`config.mk`:
```
export PLATFORM = sky130hd
export DESIGN_NAME = hazard_unit_ms
export DESIGN_NICKNAME = d
export VERILOG_FILES = /design/src/rtl/hazard_pkg.sv /design/src/rtl/hazard_mc_track.sv /design/src/rtl/hazard_unit_ms.sv
export SDC_FILE = /design/constraint.sdc
export NUM_CORES = 1
export LEC_CHECK = 0
export ABC_CLOCK_PERIOD_IN_PS = 4300
export CAP_MARGIN = 25
export CORE_ASPECT_RATIO = 1.4
export CORE_UTILIZATION = 56
export DETAILED_ROUTE_END_ITERATION = 7
export PLACE_DENSITY_LB_ADDON = 0.12
export SETUP_SLACK_MARGIN = 0.4
export SLEW_MARGIN = 20
export SYNTH_ARGS = -nofsm -noshare
export SYNTH_HDL_FRONTEND = slang
export SYNTH_SLANG_ARGS = --single-unit
```
`constraint.sdc`:
```
create_clock -name clk -period 4.3 [get_ports clk]
set_input_delay 1.075 -clock clk [delete_from_list [all_inputs] [get_ports clk]]
set_output_delay 1.075 -clock clk [all_outputs]
set_load 0.005 [all_outputs]
```
`src/rtl/hazard_pkg.sv`:
```
// Shared types and select encodings for the pipeline hazard unit and its
// multi-cycle op tracker.
package hazard_pkg;

  // Shadow copy of one post-decode pipeline stage.
  typedef struct packed {
    logic       valid;
    logic [4:0] rd;
    logic       reg_wr;
    logic       mem_read;
  } stage_rec_t;

  typedef enum logic [1:0] {
    MC_IDLE = 2'd0,
    MC_BUSY = 2'd1,
    MC_DONE = 2'd2
  } mc_state_e;

  localparam int unsigned DEF_NUM_STAGES = 3;

  // Forward-select encodings: 0 reads the regfile, k reads stage k, and
  // the slot just past the last stage carries the multi-cycle result.
  localparam int unsigned FWD_RF = 0;
  localparam int unsigned FWD_MC = DEF_NUM_STAGES + 1;

  function automatic int unsigned fwd_mc_sel(input int unsigned num_stages);
    return num_stages + 1;
  endfunction

  function automatic logic src_hit(input logic [4:0] rs, input stage_rec_t s);
    return s.valid && s.reg_wr && (s.rd != 5'd0) && (s.rd == rs);
  endfunction

endpackage

```
`src/rtl/hazard_mc_track.sv`:
```
// Tracks the single in-flight multi-cycle op (mul/div): its destination
// register and the cycles left before its result writes back.
//   state   | meaning
//   MC_IDLE | no multi-cycle op in flight
//   MC_BUSY | op executing, cnt counts down the remaining latency
//   MC_DONE | result writes back this cycle (mc_wb)
module hazard_mc_track
  import hazard_pkg::*;
#(
  parameter int MC_LAT_W = 4
) (
  input  logic                clk_i,
  input  logic                rst_i,
  input  logic                start_i,
  input  logic [MC_LAT_W-1:0] lat_i,
  input  logic [4:0]          rd_i,
  output logic                busy_o,
  output logic                done_o,
  output logic [4:0]          mc_rd_o
);

  mc_state_e           state_q, state_d;
  logic [MC_LAT_W-1:0] cnt_q, cnt_d;
  logic [4:0]          mc_rd_q, mc_rd_d;

  always_ff @(posedge clk_i or posedge rst_i) begin
    if (rst_i) begin
      state_q <= MC_IDLE;
      cnt_q   <= '0;
      mc_rd_q <= '0;
    end else begin
      state_q <= state_d;
      cnt_q   <= cnt_d;
      mc_rd_q <= mc_rd_d;
    end
  end

  // DONE lands exactly lat cycles after the issue cycle; lat = 1 skips BUSY.
  always_comb begin
    state_d = state_q;
    cnt_d   = cnt_q;
    mc_rd_d = mc_rd_q;
    unique case (state_q)
      MC_IDLE, MC_DONE: begin
        state_d = MC_IDLE;
        if (start_i) begin
          mc_rd_d = rd_i;
          cnt_d   = lat_i - 1'b1;
          state_d = (lat_i > MC_LAT_W'(1)) ? MC_BUSY : MC_DONE;
        end
      end
      MC_BUSY: begin
        cnt_d = cnt_q - 1'b1;
        if (cnt_d == '0) state_d = MC_DONE;
      end
      default: state_d = MC_IDLE;
    endcase
  end

  always_comb begin
    busy_o  = (state_q == MC_BUSY);
    done_o  = (state_q == MC_DONE);
    mc_rd_o = mc_rd_q;
  end

endmodule

```
`src/rtl/hazard_unit_ms.sv`:
```
// In-order pipeline hazard unit: stage shadowing, forwarding selects,
// load-use / multi-cycle stalls and redirect flush. Forwarding is built only
// when HAZARD_FWD_EN is defined; otherwise dependences stall until resolved.
module hazard_unit_ms
  import hazard_pkg::*;
#(
  parameter int NUM_STAGES       = DEF_NUM_STAGES,
  parameter int LOAD_AVAIL_STAGE = 2,
  parameter int MC_LAT_W         = 4,
  parameter int FLUSH_CYCLES     = 1,
  localparam int FW              = $clog2(NUM_STAGES + 2)
) (
  input  logic                clk,
  input  logic                rst,
  input  logic                id_valid,
  input  logic [4:0]          id_rs1,
  input  logic [4:0]          id_rs2,
  input  logic                id_rs1_used,
  input  logic                id_rs2_used,
  input  logic [4:0]          id_rd,
  input  logic                id_reg_wr,
  input  logic                id_mem_read,
  input  logic                id_mc,
  input  logic [MC_LAT_W-1:0] id_mc_lat,
  input  logic                pc_sel,
  output logic [FW-1:0]       fwd_a,
  output logic [FW-1:0]       fwd_b,
  output logic                stall,
  output logic                flush,
  output logic                mc_wb
);

  localparam int FC_W = $clog2(FLUSH_CYCLES + 1);

  stage_rec_t          stage_q [1:NUM_STAGES];
  stage_rec_t          stage_d [1:NUM_STAGES];
  logic [FC_W-1:0]     fcnt_q, fcnt_d;
  logic [NUM_STAGES:1] hit_a, hit_b, early;
  logic                ld_a, ld_b, mc_a, mc_b;
  logic                mc_busy, mc_done;
  logic [4:0]          mc_rd;
  logic                stall_dep, stall_mc, stall_int, flush_int, issue;
  logic [FW-1:0]       sel_a, sel_b;

  hazard_mc_track #(.MC_LAT_W(MC_LAT_W)) u_mc_track (
    .clk_i   (clk),
    .rst_i   (rst),
    .start_i (issue & id_mc),
    .lat_i   (id_mc_lat),
    .rd_i    (id_reg_wr ? id_rd : 5'd0),
    .busy_o  (mc_busy),
    .done_o  (mc_done),
    .mc_rd_o (mc_rd)
  );

  always_comb begin
    for (int k = 1; k <= NUM_STAGES; k++) begin
      hit_a[k] = id_valid && id_rs1_used && src_hit(id_rs1, stage_q[k]);
      hit_b[k] = id_valid && id_rs2_used && src_hit(id_rs2, stage_q[k]);
      early[k] = stage_q[k].mem_read && (k < LOAD_AVAIL_STAGE);
    end
    mc_a = id_valid && id_rs1_used && mc_done && (mc_rd != 5'd0) && (id_rs1 == mc_rd);
    mc_b = id_valid && id_rs2_used && mc_done && (mc_rd != 5'd0) && (id_rs2 == mc_rd);
  end

  // Walk oldest to youngest so the youngest hit decides.
  always_comb begin
    ld_a = 1'b0;
    ld_b = 1'b0;
    for (int k = NUM_STAGES; k >= 1; k--) begin
      if (hit_a[k]) ld_a = early[k];
      if (hit_b[k]) ld_b = early[k];
    end
  end

`ifdef HAZARD_FWD_EN
  always_comb begin
    sel_a = mc_a ? FW'(fwd_mc_sel(NUM_STAGES)) : FW'(FWD_RF);
    sel_b = mc_b ? FW'(fwd_mc_sel(NUM_STAGES)) : FW'(FWD_RF);
    for (int k = NUM_STAGES; k >= 1; k--) begin
      if (hit_a[k]) sel_a = FW'(k);
      if (hit_b[k]) sel_b = FW'(k);
    end
    if (ld_a) sel_a = FW'(FWD_RF);
    if (ld_b) sel_b = FW'(FWD_RF);
  end
  assign stall_dep = ld_a | ld_b;
`else
  assign sel_a     = FW'(FWD_RF);
  assign sel_b     = FW'(FWD_RF);
  assign stall_dep = ld_a | ld_b | (|hit_a) | (|hit_b) | mc_a | mc_b;
`endif

  // RAW and WAW against the pending result, plus one tracker only.
  assign stall_mc = id_valid && mc_busy &&
                    (id_mc || ((mc_rd != 5'd0) &&
                     ((id_rs1_used && (id_rs1 == mc_rd)) ||
                      (id_rs2_used && (id_rs2 == mc_rd)) ||
                      (id_reg_wr   && (id_rd  == mc_rd)))));

  assign flush_int = pc_sel | (fcnt_q != '0);
  assign stall_int = (stall_dep | stall_mc) & ~flush_int;
  assign issue     = id_valid & ~stall_int & ~flush_int;

  always_comb begin
    fcnt_d = fcnt_q;
    if (pc_sel)              fcnt_d = FC_W'(FLUSH_CYCLES - 1);
    else if (fcnt_q != '0)   fcnt_d = fcnt_q - 1'b1;
  end

  always_comb begin
    stage_d[1] = '0;
    if (issue && !id_mc)
      stage_d[1] = '{valid: 1'b1, rd: id_rd, reg_wr: id_reg_wr, mem_read: id_mem_read};
    for (int k = 2; k <= NUM_STAGES; k++) stage_d[k] = stage_q[k-1];
  end

  always_ff @(posedge clk or posedge rst) begin
    if (rst) begin
      fcnt_q <= '0;
      for (int k = 1; k <= NUM_STAGES; k++) stage_q[k] <= '0;
    end else begin
      fcnt_q <= fcnt_d;
      for (int k = 1; k <= NUM_STAGES; k++) stage_q[k] <= stage_d[k];
    end
  end

  assign stall = ~rst & stall_int;
  assign flush = ~rst & flush_int;
  assign mc_wb = ~rst & mc_done;
  assign fwd_a = rst ? FW'(FWD_RF) : sel_a;
  assign fwd_b = rst ? FW'(FWD_RF) : sel_b;

endmodule

```
==> impl_metrics.json, run 1 <==
{
  "status": "completed",
  "final_util_pct": 71.59,
  "path_clk_slew_ns": 0.07,
  "placedCellCount": 263,
  "cap_violations": 0,
  "pre_cts_slack_ns": -0.06553,
  "p_leak_nw": 1.117,
  "power_frac_seq_pct": 40.1,
  "met1_usage_pct": 25.31,
  "r2r_slack_ns": 1.78,
  "io_pins": 37,
  "synth_compound_area_share_pct": 7.527,
  "pwr-share-clk_pct": 25.4,
  "finalCritPeriodShare_pct": 87.91,
  "grt_pass1_wl_um": 6982,
  "synth_adder_area_share_pct": 2.530,
  "r2r_cells": 7,
  "period_minus_slack_ns": 3.780,
  "worst_slack_ns": 0.5197,
  "numCtsBuffers": 5,
  "slew_violations": 0,
  "hold_path.class": "flip-flop to flip-flop",
  "syn2layout_area_growth_pct": 22.26,
  "syn_area_mm2": 0.001978,
  "fin_hold_ws_ns": 0.3783,
  "drive_gt1_share_pct": 8.190,
  "grt-ovfl-total": 0,
  "fin_skew_ns": 0.007793,
  "synth_top_family_by_area": "XOR/XNOR gates",
  "power.internal_mw": 0.7271,
  "nNetsFinal": 263,
  "grt_pass1_vias": 1597,
  "yosys_warnings": 0,
  "vias": 1540,
  "critPathRequiredTime_ns": 3.22,
  "cts_root_buf": "clkbuf_8",
  "synth_xor_area_share_pct": 22.58,
  "core_area_mm2": 0.003378,
  "ys_ff_latch": 32,
  "synthTopCellsByArea": "dfrtp_1 (40%), xnor2_1 (18%), mux2i_1 (4.6%)",
  "synth_cell_types": 38,
  "swShare_pct": 35.06,
  "grt_usage_pct": 25.71,
  "rows": 25,
  "r2r-start": "stage_q[2]",
  "gr-usage-met3_pct": 6.289,
  "peakVddDrop_uv": 296.2,
  "cts_sinks": 32,
  "timing_hold_violations_final": 0,
  "power_density_mw_per_mm2": 462.9,
  "clockBufferDepth": 2,
  "synth.mux.area_fraction_pct": 5.313,
  "htreeDepth": 2,
  "reg2reg_to": "u_mc_track.mc_rd_o[3]",
  "avgSynthCellArea_um2": 9.991,
  "cp.arrival_ns": 2.71,
  "final-seq-area_um2": 800.8,
  "antenna_found_initial": 0,
  "fp.dieArea_mm2": 0.003777,
  "rsz0062_at_grt": "false",
  "yosysSeqAreaShare_pct": 40.48,
  "multi_input_area_mm2": 0.001071,
  "drtPass1Iterations": 4,
  "antenna_cells": 0,
  "fp.dieW_um": 52.23,
  "start_util_pct": 58.56,
  "gp_congestion": 0.9470,
  "whs_path_depth": 0,
  "ant_nets": 0,
  "final_cells": 272,
  "holdPathEnd": "stage_d[7]",
  "worstPathMaxFanout": 3,
  "total_power_mw": 1.120,
  "yosys.area.top_type_share_pct": 40.48,
  "gr-max-usage-layer": "met2",
  "wl_per_cell_um": 16.11,
  "setup_viol": 0,
  "yosys.area_share.simple_pct": 15.05,
  "vias_per_cell": 5.662,
  "hp-start": "stage_d[15]",
  "post-synth-top-area-cell": "dfrtp_1",
  "netlist_instances": 198,
  "drt_iter0_markers": 40,
  "drt-total-wl_um": 4382,
  "slew_headroom_pct": 50.58,
  "dpl.hpwl_um": 3479,
  "grt_use_met2_pct": 48.72,
  "grt_max_degree": 33,
  "cts_tree": "done",
  "cp-end-kind": "output pin",
  "fillers": 248,
  "power.switching_mw": 0.3925,
  "die_h_um": 72.32,
  "port_buffers": 29,
  "crit_type": "primary input to output pin",
  "fmax_mhz": 264.5,
  "combinationalPowerShare_pct": 34.5,
  "worstMarginPinSlew_ns": 0.7397,
  "clk_latency_ns": 0.28,
  "ctsHoldBuffers": 0,
  "worstSetupStartpointType": "primary input",
  "drc": 0
}
[routing by layer]
layer,vias to the layer above,part of all wire (%)
li1,726,-
met1,745,38
met2,58,55
met3,11,4.7
met4,0,2.3
met5,-,0
[cells by family after synthesis]
logic type | Yosys count
fa+ha+maj | 4
buf+inv | 25
flops | 32
xor+xnor | 51
compound gates | 21
simple gates | 54
other cells | 1
mux | 10
[registers in the layout (all words and copies together), names as in the netlist]
name and count:
stage_d 14, u_mc_track.mc_rd_o 5, u_mc_track.cnt_q 4, u_mc_track.state_q 2, stage_q 7
[worst max path at each step]
stage,start,endpoint,slack (ns),cells after the start
2_1_floorplan,id_rs1[4],stall,1.08,6
3_3_place_gp,id_rs2[4],stall,0.06,7
3_5_place_dp,id_rs2[4],stall,-0.07,7
4_1_cts,id_rs1[1],stall,0.41,7
5_1_grt,id_rs2[4],stall,0.43,8
6_report,id_rs2[2],stall,0.52,8
[placed cells by master (no fill, tap or decap), types with 2 or more instances in the layout]
| master | n |
|---|---|
| xnor2_1 | 41 |
| nor3_1 | 3 |
| o22ai_1 | 3 |
| nand2_1 | 12 |
| o32ai_1 | 2 |
| ha_1 | 4 |
| conb_1 | 6 |
| clkbuf_8 | 5 |
| or3_1 | 3 |
| xor2_1 | 10 |
| and2_1 | 7 |
| dlymetal6s2s_1 | 6 |
| mux2i_1 | 9 |
| dlygate4sd2_1 | 4 |
| dfrtp_1 | 32 |
| nor2_1 | 4 |
| o21ai_0 | 7 |
| nor2b_1 | 3 |
| and3_1 | 3 |
| o311a_1 | 2 |
| nand3_1 | 5 |
| inv_1 | 10 |
| buf_4 | 7 |
| nand4_1 | 8 |
| clkdlybuf4s50_1 | 18 |
[synth_stat cells]
cell type / count
o31ai_1: 1
a21oi_1: 1
nor2_1: 4
a21boi_0: 1
mux2_4: 1
conb_1: 1
nand2b_1: 1
nand4_1: 8
buf_2: 1
xnor2_1: 41
nor3b_1: 1
o311a_2: 1
and3_1: 3
a222oi_1: 1
ha_1: 4
nand3_1: 5
buf_6: 1
nand2_1: 12
nor2b_1: 3
dfrtp_1: 32
or3_1: 3
a22o_1: 1
and2_1: 7
clkbuf_1: 7
or4_1: 1
o21ai_0: 7
a211oi_1: 1
nand3_2: 1
nor4bb_1: 1
buf_4: 6
o32ai_1: 2
xor2_1: 10
o311a_1: 2
nor4_1: 1
inv_1: 10
mux2i_1: 9
nor3_1: 3
o22ai_1: 3
[worst max-delay path: stages]
cell,delay (ns)
dlygate4sd2_1,0.25
buf_4,0.16
xor2_1,0.16
nor4_1,0.35
and3_1,0.24
o31ai_1,0.11
a211oi_1,0.21
buf_2,0.15
[power by group through the flow]
| stage | logic [mW] | registers, mW | clock network, mW |
|---|---|---|---|
| after floorplan | 0.300 | 0.422 | 0 |
| after global placement | 0.355 | 0.446 | 0 |
| after detailed placement | 0.382 | 0.451 | 0 |
| after CTS | 0.385 | 0.447 | 0.287 |
| after global routing | 0.422 | 0.458 | 0.298 |
| final | 0.386 | 0.449 | 0.285 |
[area by class of cell]
cell class | count | share of cell area [%]
Multi-Input combinational cell | 146 | 44.28
Sequential cell | 32 | 33.11
Timing Repair Buffer | 36 | 14.38
Clock buffer | 5 | 2.845
Tap cell | 40 | 2.069
Clock inverter | 3 | 1.759
Inverter | 10 | 1.552
[per-stage QoR]
stage	cell area, um^2	setup TNS, ns
floorplan	1997	0
global placement	2295	0
detailed placement	2295	-0.06553
CTS	2396	0
global route	2419	0
finish	2419	0
[what timing repair did]
action,in CTS,in global routing
endpoints found under the setup margin,1,1
pin swaps,3,1
gates resized for setup,8,6
setup buffers,0,1
Power figures use the tool's default switching activity.
==> inputs of run 2 (changes only) <==
- CORE_MARGIN: not set -> 5
==> run 2 against run 1 <==
Fmax down 1.0%. Sequential power barely moved. Setup slack got worse by 0.038 ns. Die area increased by 28%. Largest cell class unchanged. Largest power group unchanged. Highest routed layer unchanged.
==> impl_metrics.json, run 2 (synthesis results as in run 1) <==
{
  "layout_common_cells": "xnor2_1 (40), dfrtp_1 (32), clkdlybuf4s50_1 (18)",
  "cp-end-kind": "output pin",
  "status": "completed",
  "crit_chain": "clkdlybuf4s50_1 -> nand2_1 -> o32ai_1 -> a222oi_1 -> buf_4 -> a211oi_1 -> dlygate4sd2_1",
  "ant_nets": 0,
  "largest_register_ffs": 14,
  "cts_sinks": 32,
  "r2r_slack_ns": 1.77,
  "ctsHoldBuffers": 0,
  "worstPathMaxFanout": 3,
  "grt_pass1_vias": 1628,
  "antenna_cells": 0,
  "cp.arrival_ns": 2.74,
  "slew_violations": 0,
  "start_util_pct": 58.02,
  "antenna_found_initial": 0,
  "critPathTopFamily": "buffers and inverters",
  "syn2layout_area_growth_pct": 21.76,
  "timing_hold_violations_final": 0,
  "grt-ovfl-total": 0,
  "vias": 1522,
  "cap_violations": 0,
  "drt-total-wl_um": 4473,
  "worstSetupStartpointType": "primary input",
  "clk_latency_ns": 0.28,
  "fp.dieArea_mm2": 0.004838,
  "port_buffers": 29,
  "worst_slack_ns": 0.4814,
  "grt_pass1_wl_um": 7279,
  "total_power_mw": 1.109,
  "cts_tree": "done",
  "fin_hold_ws_ns": 0.3799,
  "clockBufferDepth": 2,
  "fin_skew_ns": 0.005797,
  "grt_max_degree": 33,
  "htreeDepth": 2,
  "core_area_mm2": 0.003410,
  "drc": 0,
  "gp_congestion": 0.9009,
  "cp_slowest_cell": "clkdlybuf4s50_1",
  "path_clk_slew_ns": 0.07,
  "worstMarginPinSlew_ns": 0.7379,
  "grt_usage_pct": 20.24,
  "crit_type": "primary input to output pin",
  "critPathRequiredTime_ns": 3.22,
  "drt_iter0_markers": 53,
  "slew_headroom_pct": 50.71,
  "period_minus_slack_ns": 3.819,
  "max_stage_delay_ns": 0.52,
  "final_common_cell": "xnor2_1",
  "finalCritPeriodShare_pct": 88.81,
  "vias_per_cell": 5.596,
  "finalSetupTns_ns": 0,
  "rows": 25,
  "die_h_um": 80.32,
  "hold_path.class": "flip-flop to flip-flop",
  "peakVddDrop_uv": 395.8,
  "cts_root_buf": "clkbuf_8",
  "fmax_mhz": 261.9,
  "p_leak_nw": 1.073,
  "drive_gt1_share_pct": 10.34,
  "pre_cts_slack_ns": 0.01470,
  "final_util_pct": 70.64,
  "setup_viol": 0,
  "cp_num_buf_inv": 3,
  "numCtsBuffers": 5,
  "nNetsFinal": 263,
  "drtPass1Iterations": 4,
  "dpl.hpwl_um": 3616,
  "fp.dieW_um": 60.23,
  "io_pins": 37,
  "power_density_mw_per_mm2": 460.6,
  "wl_per_cell_um": 16.44,
  "rsz0062_at_grt": "false"
}
-- run 2: report_power, final --
part	switching (mW)	internal, mW
registers	0.0896	0.359
clock network	0.111	0.171
logic	0.182	0.196
total	0.383	0.726
-- run 2: timing repair --
item / CTS / global route
setup endpoints to repair: 1 / 1
buffers inserted: 1 / 0
gates resized for setup: 14 / 6
pin swaps: 2 / 3
endpoints found under the hold margin: 0 / 0
-- run 2: worst reg2reg max path, stage by stage, from the launching register on --
cell	delay, ns
dfrtp_1	0.42
or3_1	0.42
o311a_1	0.34
a222oi_1	0.32
buf_4	0.18
buf_4	0.11
and3_1	0.41
mux2i_1	0.26
-- run 2: metal layers --
metal | global-route usage (%) | part of all wire [%]
met3 | 4.019 | 5.4
met2 | 34.31 | 54
met5 | 0 | 0
met4 | 11.97 | 2.7
met1 | 22.65 | 38
-- run 2: per-stage QoR --
step,cell area [um^2],instances
after global routing,2409,272
after floorplan,1997,203
final,2409,272
after global placement,2295,263
after CTS,2420,272
after detailed placement,2295,263
-- run 2: cell type report --
class                   instances  area (um^2)
multi-input cells             146         1091
fillers                       273         1001
flip-flops and latches         32        800.8
repair buffers                 36        317.8
clock buffers                   5        68.82
well taps                      40        50.05
clock inverters                 3        42.54
inverters                      10        37.54
-- run 2: worst paths after layout --
check,from,to,depth (start not counted)
setup / recovery,id_rs2_used,stall,7
hold / removal,stage_d[1],stage_q[1],0
setup reg to reg,stage_q[2],u_mc_track.mc_rd_o[4],7
hold reg to reg,stage_d[1],stage_q[1],0
max in group asynchronous,rst,u_mc_track.cnt_q[2],3
min in group asynchronous,rst,u_mc_track.mc_rd_o[1],3
==> inputs of run 3 (changes only) <==
- TNS_END_PERCENT: not set -> 100
==> results of run 3 <==
Final layout, timing and power as in run 2 (identical DEF).
